### src/rtl/counter_pkg.sv
// Shared definitions for the parametrised cascadable counter.
// Direction encodings and the WIDTH-bit terminal constant helper.
package counter_pkg;

    localparam logic DIR_UP   = 1'b1;
    localparam logic DIR_DOWN = 1'b0;

    // Terminal count; caller truncates to WIDTH so MODULUS == 2**WIDTH stays safe
    function automatic int unsigned term_const(input int unsigned modulus);
        return modulus - 1;
    endfunction

endpackage

### src/rtl/counter_sync_param_if.sv
// Control/status bundle of counter_sync_param.
// master drives controls and load data; slave is the counter side.
interface counter_sync_param_if #(
    parameter int WIDTH = 4
);

    logic             sclr_n;
    logic             load_n;
    logic             enp;
    logic             ent;
    logic             up;
    logic             clr_ovf;
    logic [WIDTH-1:0] P;
    logic [WIDTH-1:0] Q;
    logic             rco;
    logic             wrap_q;
    logic             ovf;

    modport master (
        output sclr_n, load_n, enp, ent, up, clr_ovf, P,
        input  Q, rco, wrap_q, ovf
    );

    modport slave (
        input  sclr_n, load_n, enp, ent, up, clr_ovf, P,
        output Q, rco, wrap_q, ovf
    );

endinterface

### src/rtl/counter_next.sv
// Next-count, wrap and terminal computation for counter_sync_param.
// Down counting exists only when COUNTER_UPDOWN_EN is defined.
module counter_next
    import counter_pkg::*;
#(
    parameter int WIDTH   = 4,
    parameter int MODULUS = 2 ** WIDTH
) (
    input  logic [WIDTH-1:0] q_i,
`ifdef COUNTER_UPDOWN_EN
    input  logic             up_i,
`endif
    output logic [WIDTH-1:0] nxt_o,
    output logic             wrap_o,
    output logic             term_o
);

    localparam logic [WIDTH-1:0] TERM = WIDTH'(term_const(MODULUS));

    logic             t_up;
    logic [WIDTH-1:0] n_up;

    assign t_up = (q_i >= TERM);
    assign n_up = t_up ? '0 : q_i + WIDTH'(1);

`ifdef COUNTER_UPDOWN_EN
    logic             t_dn;
    logic [WIDTH-1:0] n_dn;

    // Out-of-range loads just walk down until they reach the sequence
    assign t_dn = (q_i == '0);
    assign n_dn = t_dn ? TERM : q_i - WIDTH'(1);

    always_comb begin
        term_o = t_up;
        nxt_o  = n_up;
        if (up_i == DIR_DOWN) begin
            term_o = t_dn;
            nxt_o  = n_dn;
        end
    end
`else
    assign term_o = t_up;
    assign nxt_o  = n_up;
`endif

    assign wrap_o = term_o;

endmodule

### src/rtl/counter_sync_param.sv
// Cascadable synchronous counter, 74163-style rco; registered wrap/ovf.
// Define COUNTER_UPDOWN_EN to honour the up input (default: up-only).
module counter_sync_param
    import counter_pkg::*;
#(
    parameter int WIDTH   = 4,
    parameter int MODULUS = 2 ** WIDTH
) (
    input logic                  clk,
    input logic                  clr_n,
    counter_sync_param_if.slave  bus
);

    logic [WIDTH-1:0] q_q, q_d;
    logic             pulse_q, pulse_d;
    logic             ovf_q, ovf_d;
    logic [WIDTH-1:0] nxt;
    logic             wrap;
    logic             term;
    logic             step;

    counter_next #(
        .WIDTH  (WIDTH),
        .MODULUS(MODULUS)
    ) u_next (
        .q_i   (q_q),
`ifdef COUNTER_UPDOWN_EN
        .up_i  (bus.up),
`endif
        .nxt_o (nxt),
        .wrap_o(wrap),
        .term_o(term)
    );

    assign step = bus.enp & bus.ent;

    always_comb begin
        q_d     = q_q;
        pulse_d = 1'b0;
        priority case (1'b1)
            !bus.sclr_n: q_d = '0;
            !bus.load_n: q_d = bus.P;
            step: begin
                q_d     = nxt;
                pulse_d = wrap;
            end
            default: q_d = q_q;
        endcase
        // A wrap on the same edge as clr_ovf keeps the flag set
        ovf_d = pulse_d | (ovf_q & ~bus.clr_ovf);
    end

    always_ff @(posedge clk or negedge clr_n) begin
        if (!clr_n) begin
            q_q     <= '0;
            pulse_q <= 1'b0;
            ovf_q   <= 1'b0;
        end else begin
            q_q     <= q_d;
            pulse_q <= pulse_d;
            ovf_q   <= ovf_d;
        end
    end

    assign bus.Q      = q_q;
    assign bus.rco    = bus.ent & term;
    assign bus.wrap_q = pulse_q;
    assign bus.ovf    = ovf_q;

endmodule

### src/flat_wrapper.sv
// flat-port wrapper written by rule: the top's interface ports become plain ports
module counter_sync_param_flat import counter_pkg::*;
#(
    parameter int WIDTH   = 4,
    parameter int MODULUS = 2 ** WIDTH
)
  (clk, clr_n, bus_sclr_n, bus_load_n, bus_enp, bus_ent, bus_up, bus_clr_ovf, bus_P, bus_Q, bus_rco, bus_wrap_q, bus_ovf);
  counter_sync_param_if #(.WIDTH(WIDTH)) bus_i ();
  input logic clk;
  input logic clr_n;
  input wire logic [$bits(bus_i.sclr_n)-1:0] bus_sclr_n;
  input wire logic [$bits(bus_i.load_n)-1:0] bus_load_n;
  input wire logic [$bits(bus_i.enp)-1:0] bus_enp;
  input wire logic [$bits(bus_i.ent)-1:0] bus_ent;
  input wire logic [$bits(bus_i.up)-1:0] bus_up;
  input wire logic [$bits(bus_i.clr_ovf)-1:0] bus_clr_ovf;
  input wire logic [$bits(bus_i.P)-1:0] bus_P;
  output wire logic [$bits(bus_i.Q)-1:0] bus_Q;
  output wire logic [$bits(bus_i.rco)-1:0] bus_rco;
  output wire logic [$bits(bus_i.wrap_q)-1:0] bus_wrap_q;
  output wire logic [$bits(bus_i.ovf)-1:0] bus_ovf;
  assign bus_i.sclr_n = bus_sclr_n;
  assign bus_i.load_n = bus_load_n;
  assign bus_i.enp = bus_enp;
  assign bus_i.ent = bus_ent;
  assign bus_i.up = bus_up;
  assign bus_i.clr_ovf = bus_clr_ovf;
  assign bus_i.P = bus_P;
  assign bus_Q = bus_i.Q;
  assign bus_rco = bus_i.rco;
  assign bus_wrap_q = bus_i.wrap_q;
  assign bus_ovf = bus_i.ovf;
  counter_sync_param #(.WIDTH(WIDTH), .MODULUS(MODULUS)) u_core (.clk(clk), .clr_n(clr_n), .bus(bus_i));
endmodule
### config.mk
export PLATFORM = sky130hd
export DESIGN_NAME = counter_sync_param_flat
export DESIGN_NICKNAME = d
export VERILOG_FILES = /design/src/rtl/counter_pkg.sv /design/src/rtl/counter_sync_param_if.sv /design/src/rtl/counter_next.sv /design/src/rtl/counter_sync_param.sv /design/src/flat_wrapper.sv
export SDC_FILE = /design/constraint.sdc
export NUM_CORES = 1
export LEC_CHECK = 0
export ABC_AREA = 1
export CAP_MARGIN = 10
export CORE_MARGIN = 8
export CORE_UTILIZATION = 30
export CTS_CLUSTER_DIAMETER = 50
export DETAILED_ROUTE_END_ITERATION = 8
export HOLD_SLACK_MARGIN = 0.05
export PLACE_DENSITY = 0.71
export SYNTH_ARGS = -nofsm -noshare
export SYNTH_HDL_FRONTEND = slang
export SYNTH_HIERARCHICAL = 1
export SYNTH_SLANG_ARGS = --single-unit
### constraint.sdc
create_clock -name clk -period 1.5 [get_ports clk]
set_input_delay 0.45 -clock clk [delete_from_list [all_inputs] [get_ports clk]]
set_output_delay 0.45 -clock clk [all_outputs]
set_load 0.005 [all_outputs]
Word level (Yosys, flattened, before mapping). Cells that the tools add are included.

Add/subtract/negate cells: 1. Mux-type cells: 7. Magnitude comparators: 1. Equal/unequal tests: 1. Reductions and logical operators: 0. Bitwise logic cells: 5. Div/mod/pow operators: 0. Shifts and indexed selects: 0. Multiply operators: 0.

Operator list (count): $mux 4 (4); $add 4x1->4 const B (1); $ge 4x4->1 const B (1); $and 1x1->1 (3); $mux 1 (3); $ne 3x2->1 const B (1); $not 1->1 (1); $or 1x1->1 (1).

Logic and storage cells: 18. Output and inout port bits: 7. Register bits: 6. Memory bits (read-only): 0. Bits in latches: 0. Bits in writable memories: 0. Memories: 0. Input port bits: 12.

Depth between registers and ports, before layout. Gate-level depths: netlist of the first run.

Depth after elaboration: 5. Gate-level depth with buffers: 8. Gate-level depth less buffers: 8.

By module. The synthesis of the first run kept the hierarchy.

Modules (own cells, without submodules): counter_sync_param (seq. area each 150.1 um^2, cells each 41, instances 1, area an instance 320.3 um^2); counter_next (seq. area each 0.0 um^2, cells each 12, instances 1, area an instance 77.6 um^2).

Worst setup path after synthesis of the first run. No wires, ideal clock.

Path kind: reg2out. Start point: reg u_core.q_q[0], in the netlist u_core/bus.Q[0]. End point: out bus_rco. Buffers on the path: 0. Setup slack: 0.137 ns. Data required time: 1.050 ns. Arrival time: 0.913 ns. Cell stages (with the launch flop): 6. Path through: dfrtp_1 ha_1 nand2_2 nor2_1 nand2_1 inv_1.

Longest elaborated chain between the ends: 2.

Ends and longest elaborated chain: start: declaration (RTL line counter_sync_param.sv:14) `logic [WIDTH-1:0] q_q, q_d;`; start signal: assignment (RTL line counter_sync_param.sv:59) `q_q <= q_d;`; $ge 4x4->1 (RTL line counter_next.sv:23) `assign t_up = (q_i >= TERM);`; via u_core.term (RTL line counter_sync_param.sv:19) `logic term;`; $and 1x1->1 (RTL line counter_sync_param.sv:66) `assign bus.rco = bus.ent & term;`; end: declaration (RTL line flat_wrapper.sv:19) `output wire logic [$bits(bus_i.rco)-1:0] bus_rco;`.

The timed path passes the listed nets, and every way through them passes these cells.

Worst setup path in the final report of the first run. Ends and elaborated chain as after synthesis.

==> results_dict.tcl, run 1 <==
set metrics [dict create \
    coreArea_mm2 0.00127 \
    startpoint_type "register" \
    yosysTopAreaCell "dfrtp_1" \
    cts_tree "built" \
    critPathCaptureType "primary output" \
    crit_slowest_cell "dfrtp_1" \
    path_max_fanout 3 \
    stdcell_count 102 \
    finalWirelength_um 1340 \
    grt_pass1_vias 485 \
    m1WireLength_um 486 \
    maxSlewHeadroom 0.799 \
    wl_met2_um 723 \
    drcViolationCount 0 \
    clock_path_buffers 2 \
    reg2reg_depth 8 \
    syn2layout_area_growth_pct 79.6 \
    final_cell_mix "nand2_1 (18), buf_4 (17), clkdlybuf4s50_1 (10)" \
    yosys.area_share.simple 0.412 \
    grt_pass1_wl_um 2010 \
    setup_tns_ns -0.129 \
    crit_required_ns 1.05 \
    cts_max_level 1 \
    antenna_cells 0 \
    met3_length_um 102 \
    critPathArrivalTime_ns 1.18 \
    worst_pin_slew_ns 0.301 \
    netlist.area_leader.share 0.377 \
    die_h_um 52.4 \
    synth_nets 66 \
    maxSlewViolCount 0 \
    synth_cells 53 \
    nNetsFinal 102 \
    ys_top_cells_by_area "dfrtp_1 (38%), nand2_1 (17%), nand3_1 (8.8%)" \
    avgSynthCellArea_um2 7.51 \
    synth-seq-cells 6 \
    finalCriticalPeriod_ns 1.63 \
    initialDrtViolationCount 18 \
    fmaxAchievable_ghz 0.614 \
    clock_skew_ns 0.0108 \
    vias 504 \
    dpl.cell_count 96 \
    power_leakage_nw 0.400 \
    antenna_found_initial 0 \
    root_buffer "clkbuf_4" \
    hold_path_class "in -> async" \
    yosysUniqueCellTypes 14 \
    path_class "reg -> out" \
    design_area_um2 714 \
    io_buffers 17 \
    top_layer "met4" \
    start_util 0.314 \
    period_share 1.09 \
    drt-pass1-iter-count 4 \
    clkTransAtPathRegs_ns 0.05 \
    irDropWorstVdd_mv 0.326 \
    hold_buffers 0 \
    die_area_mm2 0.00275 \
    final_core_util 0.563 \
    clk-insertion-delay-late_ns 0.26 \
    synth_xor_xnor_area_share 0.0220 \
    fin_ws_ns -0.129 \
    synthMuxAreaShare 0 \
    via_per_inst 4.94 \
    grt_max_degree 8 \
    final_common_cell "nand2_1" \
    wl_per_cell_um 13.1 \
    synth_top_family_by_area "simple AND/OR/NAND/NOR gates" \
    setup_viol 1 \
    rows 13 \
    layout-drive-gt1-share 0.333 \
    numClockSinks 6 \
    gp_congestion 0.803 \
    fillers 126 \
    io_pins 19 \
    hpwl_um 964 \
    status "finished, violations left" \
    ant_nets 0 \
    track_usage 0.102 \
    cts_buffers 3 \
    rsz0062_at_grt "true" \
    power_density_mw_per_mm2 678 \
    violations "negative setup slack" \
    dpl_cell_area_um2 666 \
    synth_fa_ha_area_frac 0.0314 \
    cap_viol_max_count 0 \
    gr-total-overflow 0 \
    whs_ns 0.444 \
    path_cells "ha_2, nand2_4, nor2_4, nand2_1, inv_1, buf_2" \
    syn-cell-area_um2 398 \
    critPathMaxStageDelay_ns 0.34 \
    synth_compound_area_frac 0.0440 \
    synth_warnings 6 \
    hold_violations 0 \
    seq_area_frac_synth 0.377 \
    fp.dieW_um 52.4 \
]
==> flip-flops by register name (all words and copies together), names as in the netlist <==
register,flops
u_core/bus.ovf,1
u_core/bus.Q,4
u_core/bus.wrap_q,1
==> cells by family (layout without fill, tap and decap cells) <==
| logic type | count (synthesis) | after routing |
|---|---|---|
| adders and majority gates | 1 | 1 |
| AOI/OAI and AO/OA | 2 | 2 |
| buffers and inverters | 8 | 42 |
| DFF | 6 | 6 |
| and+or+nand+nor | 35 | 35 |
| xor gates and xnor gates | 1 | 1 |
==> worst max-delay path: cells and delay by family, from the launching register on <==
| kind | cells | cell delay (ns) |
|---|---|---|
| fa+ha+maj | 1 | 0.22 |
| flops | 1 | 0.34 |
| simple gates | 3 | 0.22 |
| buf+inv | 2 | 0.14 |
==> report_power, final <==
| group | internal [mW] | switching (mW) |
|---|---|---|
| clock network | 0.0910 | 0.0657 |
| logic | 0.0848 | 0.0648 |
| registers | 0.171 | 0.00660 |
==> final timing paths <==
path	start	end	slack (ns)
max	u_core/bus.Q[0]	bus_rco	-0.13
min	clr_n	u_core/bus.ovf	0.44
max reg2reg	u_core/bus.Q[0]	u_core/bus.Q[2]	0.16
min reg2reg	u_core/bus.ovf	u_core/bus.ovf	0.54
max in group asynchronous	clr_n	u_core/bus.Q[1]	0.82
min in group clk	u_core/bus.ovf	u_core/bus.ovf	0.54
==> cells in the mapped netlist, drive strengths merged <==
cell / count
buf: 3
dfrtp: 6
ha: 1
inv: 5
nand2: 20
nand3: 8
nand4: 5
nor2: 2
o21bai: 1
o22ai: 1
xor2: 1
==> routing by layer <==
layer | up-vias | track usage
met5 | - | 0
met4 | 0 | 0.0776
met3 | 5 | 0.0455
met2 | 24 | 0.166
met1 | 232 | 0.0987
li1 | 243 | -
==> area by class of cell <==
| cell class | count | area (µm²) | share of cell area |
|---|---|---|---|
| Sequential cell | 6 | 150 | 0.210 |
| Timing Repair Buffer | 34 | 287 | 0.401 |
| Tap cell | 15 | 18.8 | 0.0263 |
| Clock buffer | 3 | 22.5 | 0.0315 |
| Inverter | 5 | 18.8 | 0.0263 |
| Multi-Input combinational cell | 39 | 218 | 0.305 |
==> metrics by stage <==
step	power (mW)	setup slack [ns]
3_3_place_gp	0.320	-0.456
6_report	0.484	-0.129
4_1_cts	0.482	-0.133
5_1_grt	0.520	-0.220
2_1_floorplan	0.233	0.137
3_5_place_dp	0.323	-0.466
==> timing repair <==
item	in CTS	in global routing
setup buffers	1	4
gates resized for setup	16	6
pin swaps	4	2
setup endpoints to repair	7	4
Note: power is estimated with default switching activity, not from simulation.
==> run 2: changes to the inputs <==
- CELL_PAD_IN_SITES_DETAIL_PLACEMENT: not set -> 1
- CELL_PAD_IN_SITES_GLOBAL_PLACEMENT: not set -> 1
- CORE_UTILIZATION: 30 -> 26
- PLACE_DENSITY: 0.71 -> 0.84
==> run 2 against run 1 <==
The run still ends with negative setup slack left. Count of clock-buffer cells in the layout did not move. Die area rose by 11%. Clock power barely moved. Cell area rose by 7.2%. Worst hold slack improved by 0.017 ns. First-iteration DRC count fell by 78%. Global-route usage rose by 1.2 points. Register-to-register slack got worse by 0.06 ns. Via count rose by 4.8%. Critical path type unchanged. Flip-flop and latch count did not move.
==> results_dict.tcl, run 2 (synthesis gave the netlist of run 1 again) <==
set metrics [dict create \
    status "finished, violations left" \
    violations "negative setup slack" \
    wl_per_cell_um 14.5 \
    antenna_found_initial 0 \
    gp_congestion 0.842 \
    startpoint_type "register" \
    hold_path_class "in -> async" \
    path_class "reg -> out" \
    nNetsFinal 108 \
    path_max_fanout 2 \
    start_util 0.270 \
    gr-total-overflow 0 \
    finalCriticalPeriod_ns 1.60 \
    setup_viol 1 \
    hpwl_um 1140 \
    dpl.cell_count 96 \
    critPathArrivalTime_ns 1.15 \
    drcViolationCount 0 \
    ant_nets 0 \
    register_area_um2 150 \
    grt_pass1_vias 584 \
    critPathCaptureType "primary output" \
    syn2layout_area_growth_pct 92.5 \
    maxSlewViolCount 0 \
    antenna_cells 0 \
    switching_share 0.287 \
    worst_pin_slew_ns 0.326 \
    rows 14 \
    post-place-ws_ns -0.495 \
    hold_buffers 0 \
    layout-drive-gt1-share 0.398 \
    rsz0062_at_grt "true" \
    fmaxAchievable_ghz 0.624 \
    clock_path_buffers 2 \
    drt-pass1-iter-count 2 \
    largest_reg_flops 4 \
    finalWirelength_um 1580 \
    root_buffer "clkbuf_4" \
    clkTransAtPathRegs_ns 0.05 \
    final_cell_mix "buf_4 (22), nand2_1 (17), clkdlybuf4s50_1 (10)" \
    p_clk_frac 0.317 \
    reg2reg_depth 10 \
    via_per_inst 4.84 \
    crit_end "bus_rco" \
    cts_max_level 1 \
    ff2ff_setup_slack_ns 0.10 \
    fillers 189 \
    initialDrtViolationCount 4 \
    critPathMaxStageDelay_ns 0.35 \
    irDropWorstVdd_mv 0.535 \
    design_area_um2 766 \
    final_common_cell "buf_4" \
    dpl_cell_area_um2 659 \
    stdcell_count 109 \
    cts_buffers 3 \
    period_share 1.07 \
    multi_input_area_um2 220 \
    power_leakage_nw 0.432 \
    die_area_mm2 0.00304 \
    crit_slowest_cell "dfrtp_1" \
    numClockSinks 6 \
    cp-startpoint "u_core/bus.Q[0]" \
    seqPwrFrac 0.357 \
    setup_tns_ns -0.104 \
    p_int_mw 0.355 \
    track_usage 0.114 \
    coreArea_mm2 0.00147 \
    clock_skew_ns 0.00385 \
    fp.dieW_um 55.1 \
    clk-insertion-delay-late_ns 0.25 \
    timing.rr.start "u_core/bus.Q[0]" \
    path_cells "ha_2, nand2_4, nor2_4, nand2_2, inv_2, buf_6" \
    fin_ws_ns -0.104 \
    grt_max_degree 11 \
    grt_pass1_wl_um 2520 \
    io_buffers 17 \
    hold_violations 0 \
    io_pins 19 \
    maxSlewHeadroom 0.782 \
    power_density_mw_per_mm2 651 \
    worstReg2RegEnd "u_core/bus.Q[0]" \
    die_h_um 55.1 \
    combinationalPowerShare 0.327 \
    vias 528 \
    crit_required_ns 1.05 \
    cap_viol_max_count 0 \
    cts_tree "built" \
    switchingPower_mw 0.143 \
]
==> run 2: metal layers <==
metal | routed length, µm | global-route usage
met5 | 0 | 0
met4 | 0 | 0.0120
met3 | 61 | 0.0401
met2 | 908 | 0.229
met1 | 613 | 0.109
==> run 2: cell type report <==
type	count	share of cell area
Sequential cell	6	0.196
Tap cell	16	0.0261
Inverter	5	0.0245
Timing Repair Buffer	40	0.436
Multi-Input combinational cell	39	0.288
Clock buffer	3	0.0294
==> run 2: worst max-delay path, delay by kind of cell, from the launching register on <==
kind | cells | cell delay [ns]
flops | 1 | 0.35
simple gates | 3 | 0.22
fa+ha+maj | 1 | 0.21
buf+inv | 2 | 0.13
==> run 2: how the worst min path moves through the flow <==
stage,depth (start not counted),start,endpoint
final,1,clr_n,u_core/bus.ovf
after global routing,1,clr_n,u_core/bus.Q[0]
after CTS,1,clr_n,u_core/bus.ovf
after detailed placement,2,u_core/bus.ovf,u_core/bus.ovf
after global placement,2,u_core/bus.ovf,u_core/bus.ovf
after floorplan,0,clr_n,u_core/bus.Q[0]
==> run 2: what timing repair did <==
action,CTS,global route
resized for setup,16,8
buffers inserted,7,5
endpoints found under the setup margin,7,4
cloned,0,0
pin swaps,4,3
==> run 2: power groups by stage <==
stage | Sequential (mW) | Clock [mW] | Combinational [mW]
floorplan | 0.186 | 0 | 0.0474
global route | 0.178 | 0.171 | 0.178
CTS | 0.177 | 0.157 | 0.150
global placement | 0.179 | 0 | 0.138
detailed placement | 0.180 | 0 | 0.142
finish | 0.178 | 0.158 | 0.163
==> run 2: through the flow <==
| step | utilization | hold slack (ns) | power, mW |
|---|---|---|---|
| 5_1_grt | 0.520 | 0.475 | 0.527 |
| 6_report | 0.520 | 0.461 | 0.498 |
| 3_3_place_gp | 0.448 | 0.527 | 0.317 |
| 2_1_floorplan | - | 0.154 | 0.233 |
| 4_1_cts | 0.494 | 0.467 | 0.483 |
| 3_5_place_dp | 0.448 | 0.538 | 0.322 |
==> edit 1: new RTL, config.mk and constraints of run 1 <==
`WIDTH` is set to 4 in 4 places; all go to 5.
--- a/src/rtl/counter_sync_param_if.sv
+++ b/src/rtl/counter_sync_param_if.sv
@@ -2,5 +2,5 @@
 // master drives controls and load data; slave is the counter side.
 interface counter_sync_param_if #(
-    parameter int WIDTH = 4
+    parameter int WIDTH = 5
 );
 
--- a/src/rtl/counter_next.sv
+++ b/src/rtl/counter_next.sv
@@ -4,5 +4,5 @@
     import counter_pkg::*;
 #(
-    parameter int WIDTH   = 4,
+    parameter int WIDTH   = 5,
     parameter int MODULUS = 2 ** WIDTH
 ) (
--- a/src/rtl/counter_sync_param.sv
+++ b/src/rtl/counter_sync_param.sv
@@ -4,5 +4,5 @@
     import counter_pkg::*;
 #(
-    parameter int WIDTH   = 4,
+    parameter int WIDTH   = 5,
     parameter int MODULUS = 2 ** WIDTH
 ) (
--- a/src/flat_wrapper.sv
+++ b/src/flat_wrapper.sv
@@ -2,5 +2,5 @@
 module counter_sync_param_flat import counter_pkg::*;
 #(
-    parameter int WIDTH   = 4,
+    parameter int WIDTH   = 5,
     parameter int MODULUS = 2 ** WIDTH
 )
Ports: changed (resized bus_P and bus_Q); port bits go from 19 to 21. The function was not compared with the original's and may differ.
==> edit 1 against run 1 <==
  * The run still ends with negative setup slack left
  * Setup slack got worse by 0.30 ns
  * Area after synthesis increased by 19%
  * Count of clock-buffer cells in the layout grew 1
  * Power rose by 11%
  * Cell count is 15% higher
  * Combinational power increased by 7%
  * Die area up 13%
  * Register-to-register slack got worse by 0.25 ns
  * Non-clock buffer count down 3
  * Wire length shrank 0.60%
  * Design area grew 9.8%
  * Sequential cell count increased by 1
==> edit 1: results (changes against run 1) <==
stage;metric;value;unit;change
timing;hold-worst-slack;0.455;ns;was 0.444 ns
placement;dp_hpwl;1.09;mm;was 964 µm
setup_path;worst-path-max-fanout;2;;was 3
timing;setup-violations-final;6;;was 1
run_status;violations_in_the_final_reports;negative setup slack;;unchanged
global_routing;grt_pass1_vias;564;;was 485
yosys;ys_top_cells_by_count;sky130_fd_sc_hd__nand2_1, sky130_fd_sc_hd__dfrtp_1, sky130_fd_sc_hd__nor2_1;;was sky130_fd_sc_hd__nand2_1, sky130_fd_sc_hd__nand3_1, sky130_fd_sc_hd__dfrtp_1
yosys;synth.area.top_cells;sky130_fd_sc_hd__dfrtp_1, sky130_fd_sc_hd__nand2_1, sky130_fd_sc_hd__nand3_1;;unchanged
detailed_routing;wirelength;1.33;mm;was 1.34 mm
timing;worst_slack;-0.426;ns;was -0.129 ns
final_layout;register_area;175;µm²;was 150 µm²
global_routing;grt_use_total;9.10;%;was 10.2%
detailed_routing;routedWlPerCell;11.4;µm;was 13.1 µm
detailed_routing;avgViaCountPerCell;4.57;;was 4.94
yosys;synth_fp_nets;83;;was 66
final_layout;n_fill_cell;153;;was 126
setup_path;r2r_worst_path_depth;11;;was 8
setup_path;register_to_register_setup_slack;-0.09;ns;was 0.16 ns
placement;dpl-instance-area;754;µm²;was 666 µm²
power;worst_ir_drop_vdd;0.586;mV;was 0.326 mV
power;cellInternalPower;0.391;mW;was 0.347 mW
power;leakagePower;0.426;nW;was 0.400 nW
run_status;outcome;complete, but fails checks;;unchanged
yosys;ys_seq_area_share;37.1;%;was 37.7%
timing;setup_tns;-0.824;ns;was -0.129 ns
final_layout;final_layout_size_suffix_gt1_share;28.7;%;was 33.3%
timing;maxSlewHeadroom;78.8;%;was 79.9%
final_layout;antenna_cells_inserted;0;;unchanged
setup_path;worst_setup_path_startpoint;u_core/bus.Q[1]$_DFFE_PN0P_;;was u_core/bus.Q[0]$_DFFE_PN0P_
placement;port_buffers;19;;was 17
placement;gp_routability_congestion;0.799;;was 0.803
timing;clock_skew;0.00145;ns;was 0.0108 ns
placement;dp_cells;112;;was 96
detailed_routing;first_iter_violations;6;;was 18
setup_path;timing.rr.end;u_core/bus.Q[4]$_DFFE_PN0P_;;was u_core/bus.Q[2]$_DFFE_PN0P_
final_layout;largest_register_ffs;5;;was 4
clocking;htree_levels;1;;unchanged
yosys;syn_inst;68;;was 53
final_layout;final_nets;117;;was 102
placement;placement.setup.worst_slack;-0.519;ns;was -0.466 ns
edit 1: cell count changes in the layout (fill, tap and decap cells not counted), moves of 2 or more:
cell and delta:
sky130_fd_sc_hd__buf_4 -6, sky130_fd_sc_hd__nor2_1 +3, sky130_fd_sc_hd__inv_2 +2, sky130_fd_sc_hd__nand2_1 +13, sky130_fd_sc_hd__nor2_2 +3, sky130_fd_sc_hd__nand4_1 -4
edit 1: power by group through the flow:
stage	sequential (mW)	combinational, mW	clock [mW]
6_report	0.207	0.160	0.170
5_1_grt	0.209	0.177	0.188
4_1_cts	0.207	0.158	0.181
3_5_place_dp	0.210	0.156	0
3_3_place_gp	0.210	0.155	0
2_1_floorplan	0.219	0.0516	0
edit 1: timing repair:
action,CTS,global route
pin swaps,3,2
setup buffers,2,3
endpoints found under the setup margin,13,12
gates resized for setup,21,6
edit 1: final cells by class:
cell class	count	area share, %
Timing Repair Buffer	31	34.0
Tap cell	16	2.55
Clock buffer	4	3.35
Sequential cell	7	22.3
Inverter	7	3.35
Multi-Input combinational cell	52	34.4
edit 1: kinds of logic after synthesis:
family | after synthesis | synth area share, %
flops | 7 | 37.1
simple gates | 47 | 42.2
buf+inv | 9 | 8.22
compound gates | 2 | 5.31
fa+ha+maj | 2 | 5.30
xor+xnor | 1 | 1.86
edit 1: per-layer routing:
layer  GRT usage [%]  up-vias  wire length [µm]
li1                -      276                 -
met1            10.2      237               611
met2            13.9       19               600
met3            5.02        3               107
met4            3.52        0                13
met5               0        -                 0
==> edit 2: new RTL, settings of run 1 <==
Without the edit above. `q_q` no longer has a reset.
--- a/src/rtl/counter_sync_param.sv
+++ b/src/rtl/counter_sync_param.sv
@@ -53,12 +53,14 @@
     always_ff @(posedge clk or negedge clr_n) begin
         if (!clr_n) begin
-            q_q     <= '0;
             pulse_q <= 1'b0;
             ovf_q   <= 1'b0;
         end else begin
-            q_q     <= q_d;
             pulse_q <= pulse_d;
             ovf_q   <= ovf_d;
         end
+    end
+
+    always_ff @(posedge clk) begin
+        q_q <= q_d;
     end
 
Behaviour: not the same (a bounded check fails within 4 cycles, from zero or initial values; the reset may be asserted at any time).
==> edit 2 against run 1 <==
  * The flow still finishes with violations (negative setup slack)
  * Area after synthesis decreased by 0.31%
  * Sequential cell count did not move
  * Worst hold slack lost 0.076 ns
  * Wire length is 11% lower
  * Power up 0.80%
  * Design area is 1.8% lower
  * Clock skew shrank 0.0061 ns
  * Setup slack better by 0.087 ns
  * Largest cell class unchanged
==> edit 2: results (changes against run 1) <==
stage;metric;value;unit;change
timing;worst_slack;-0.0416;ns;was -0.129 ns
placement;gp_routability_congestion;0.804;;was 0.803
timing;setup-violations-final;1;;unchanged
power;powerDensity;696;mW/mm²;was 678 mW/mm²
timing;hold-worst-slack;0.367;ns;was 0.444 ns
final_layout;n_fill_cell;124;;was 126
yosys;ys_seq_area_share;32.8;%;was 37.7%
yosys;ys_top_cells_by_count;sky130_fd_sc_hd__nand2_1, sky130_fd_sc_hd__nor2_1, sky130_fd_sc_hd__inv_1;;was sky130_fd_sc_hd__nand2_1, sky130_fd_sc_hd__nand3_1, sky130_fd_sc_hd__dfrtp_1
run_status;outcome;complete, but fails checks;;unchanged
final_layout;nNonClkInverters;9;;was 5
yosys;synth_compound_gate_area_share;8.52;%;was 4.40%
yosys;synth_xor_area_share;2.21;%;was 2.20%
detailed_routing;met2WireLength;583;µm;was 723 µm
setup_path;timing.rr.end;u_core/bus.Q[2]$_SDFFE_PN0P_;;was u_core/bus.Q[2]$_DFFE_PN0P_
global_routing;global_route.usage.met1;8.01;%;was 9.87%
global_routing;wire_length_of_the_first_global_routing_pass;1.77;mm;was 2.01 mm
power;cellInternalPower;0.353;mW;was 0.347 mW
timing;clock_skew;0.00477;ns;was 0.0108 ns
yosys;synth_fa_ha_area_share;3.15;%;was 3.14%
power;worst_ir_drop_vdd;0.328;mV;was 0.326 mV
final_layout;bufAreaShareNonClock;35.7;%;was 40.1%
power;seq_power_share;36.9;%;was 36.8%
final_layout;multi_input_cells;43;;was 39
yosys;synth_fp_nets;73;;was 66
detailed_routing;detailroute.wirelength.met3;85;µm;was 102 µm
detailed_routing;first_iter_violations;8;;was 18
run_status;violations_in_the_final_reports;negative setup slack;;unchanged
setup_path;worst_setup_path_startpoint;u_core/bus.Q[0]$_SDFFE_PN0P_;;was u_core/bus.Q[0]$_DFFE_PN0P_
global_routing;grt_use_total;8.68;%;was 10.2%
global_routing;groute.layer.met3.usage;5.11;%;was 4.55%
setup_path;register_to_register_setup_slack;0.22;ns;was 0.16 ns
yosys;most_used_flip_flop_cell_after_synthesis;sky130_fd_sc_hd__dfxtp_1;;was sky130_fd_sc_hd__dfrtp_1
clocking;worst_skew_pair_later_pin_latency;0.24;ns;was 0.26 ns
yosys;syn_inst;60;;was 53
detailed_routing;vias;481;;was 504
global_routing;grt_start_max_net_pins;10;;was 8
final_layout;multi_input_gate_area_in_the_final_layout;239;µm²;was 218 µm²
global_routing;grt_pass1_vias;430;;was 485
edit 2: cell count changes in the layout (fill, tap and decap cells not counted), moves of 2 or more:
cell / change
sky130_fd_sc_hd__dfrtp_1: -4
sky130_fd_sc_hd__buf_4: -4
sky130_fd_sc_hd__dlygate4sd2_1: +4
sky130_fd_sc_hd__inv_1: +3
sky130_fd_sc_hd__dfxtp_2: +3
sky130_fd_sc_hd__nor2_1: +8
sky130_fd_sc_hd__nand4_1: -4
sky130_fd_sc_hd__clkdlybuf4s15_1: -2
edit 2: timing repair:
action                                  4_1_cts  5_1_grt
endpoints found under the setup margin        7        1
resized for setup                            14        7
pin swaps                                     1        3
hold buffers                                  0        0
setup buffers                                 1        2
edit 2: through the flow:
stage	setup TNS [ns]	worst slack (ns)	util [%]
after CTS	-0.166	-0.166	53.3
final	-0.0416	-0.0416	55.3
after detailed placement	-0.494	-0.494	50.6
after global placement	-0.464	-0.464	50.6
after floorplan	0	0.151	-
after global routing	-0.106	-0.106	55.3
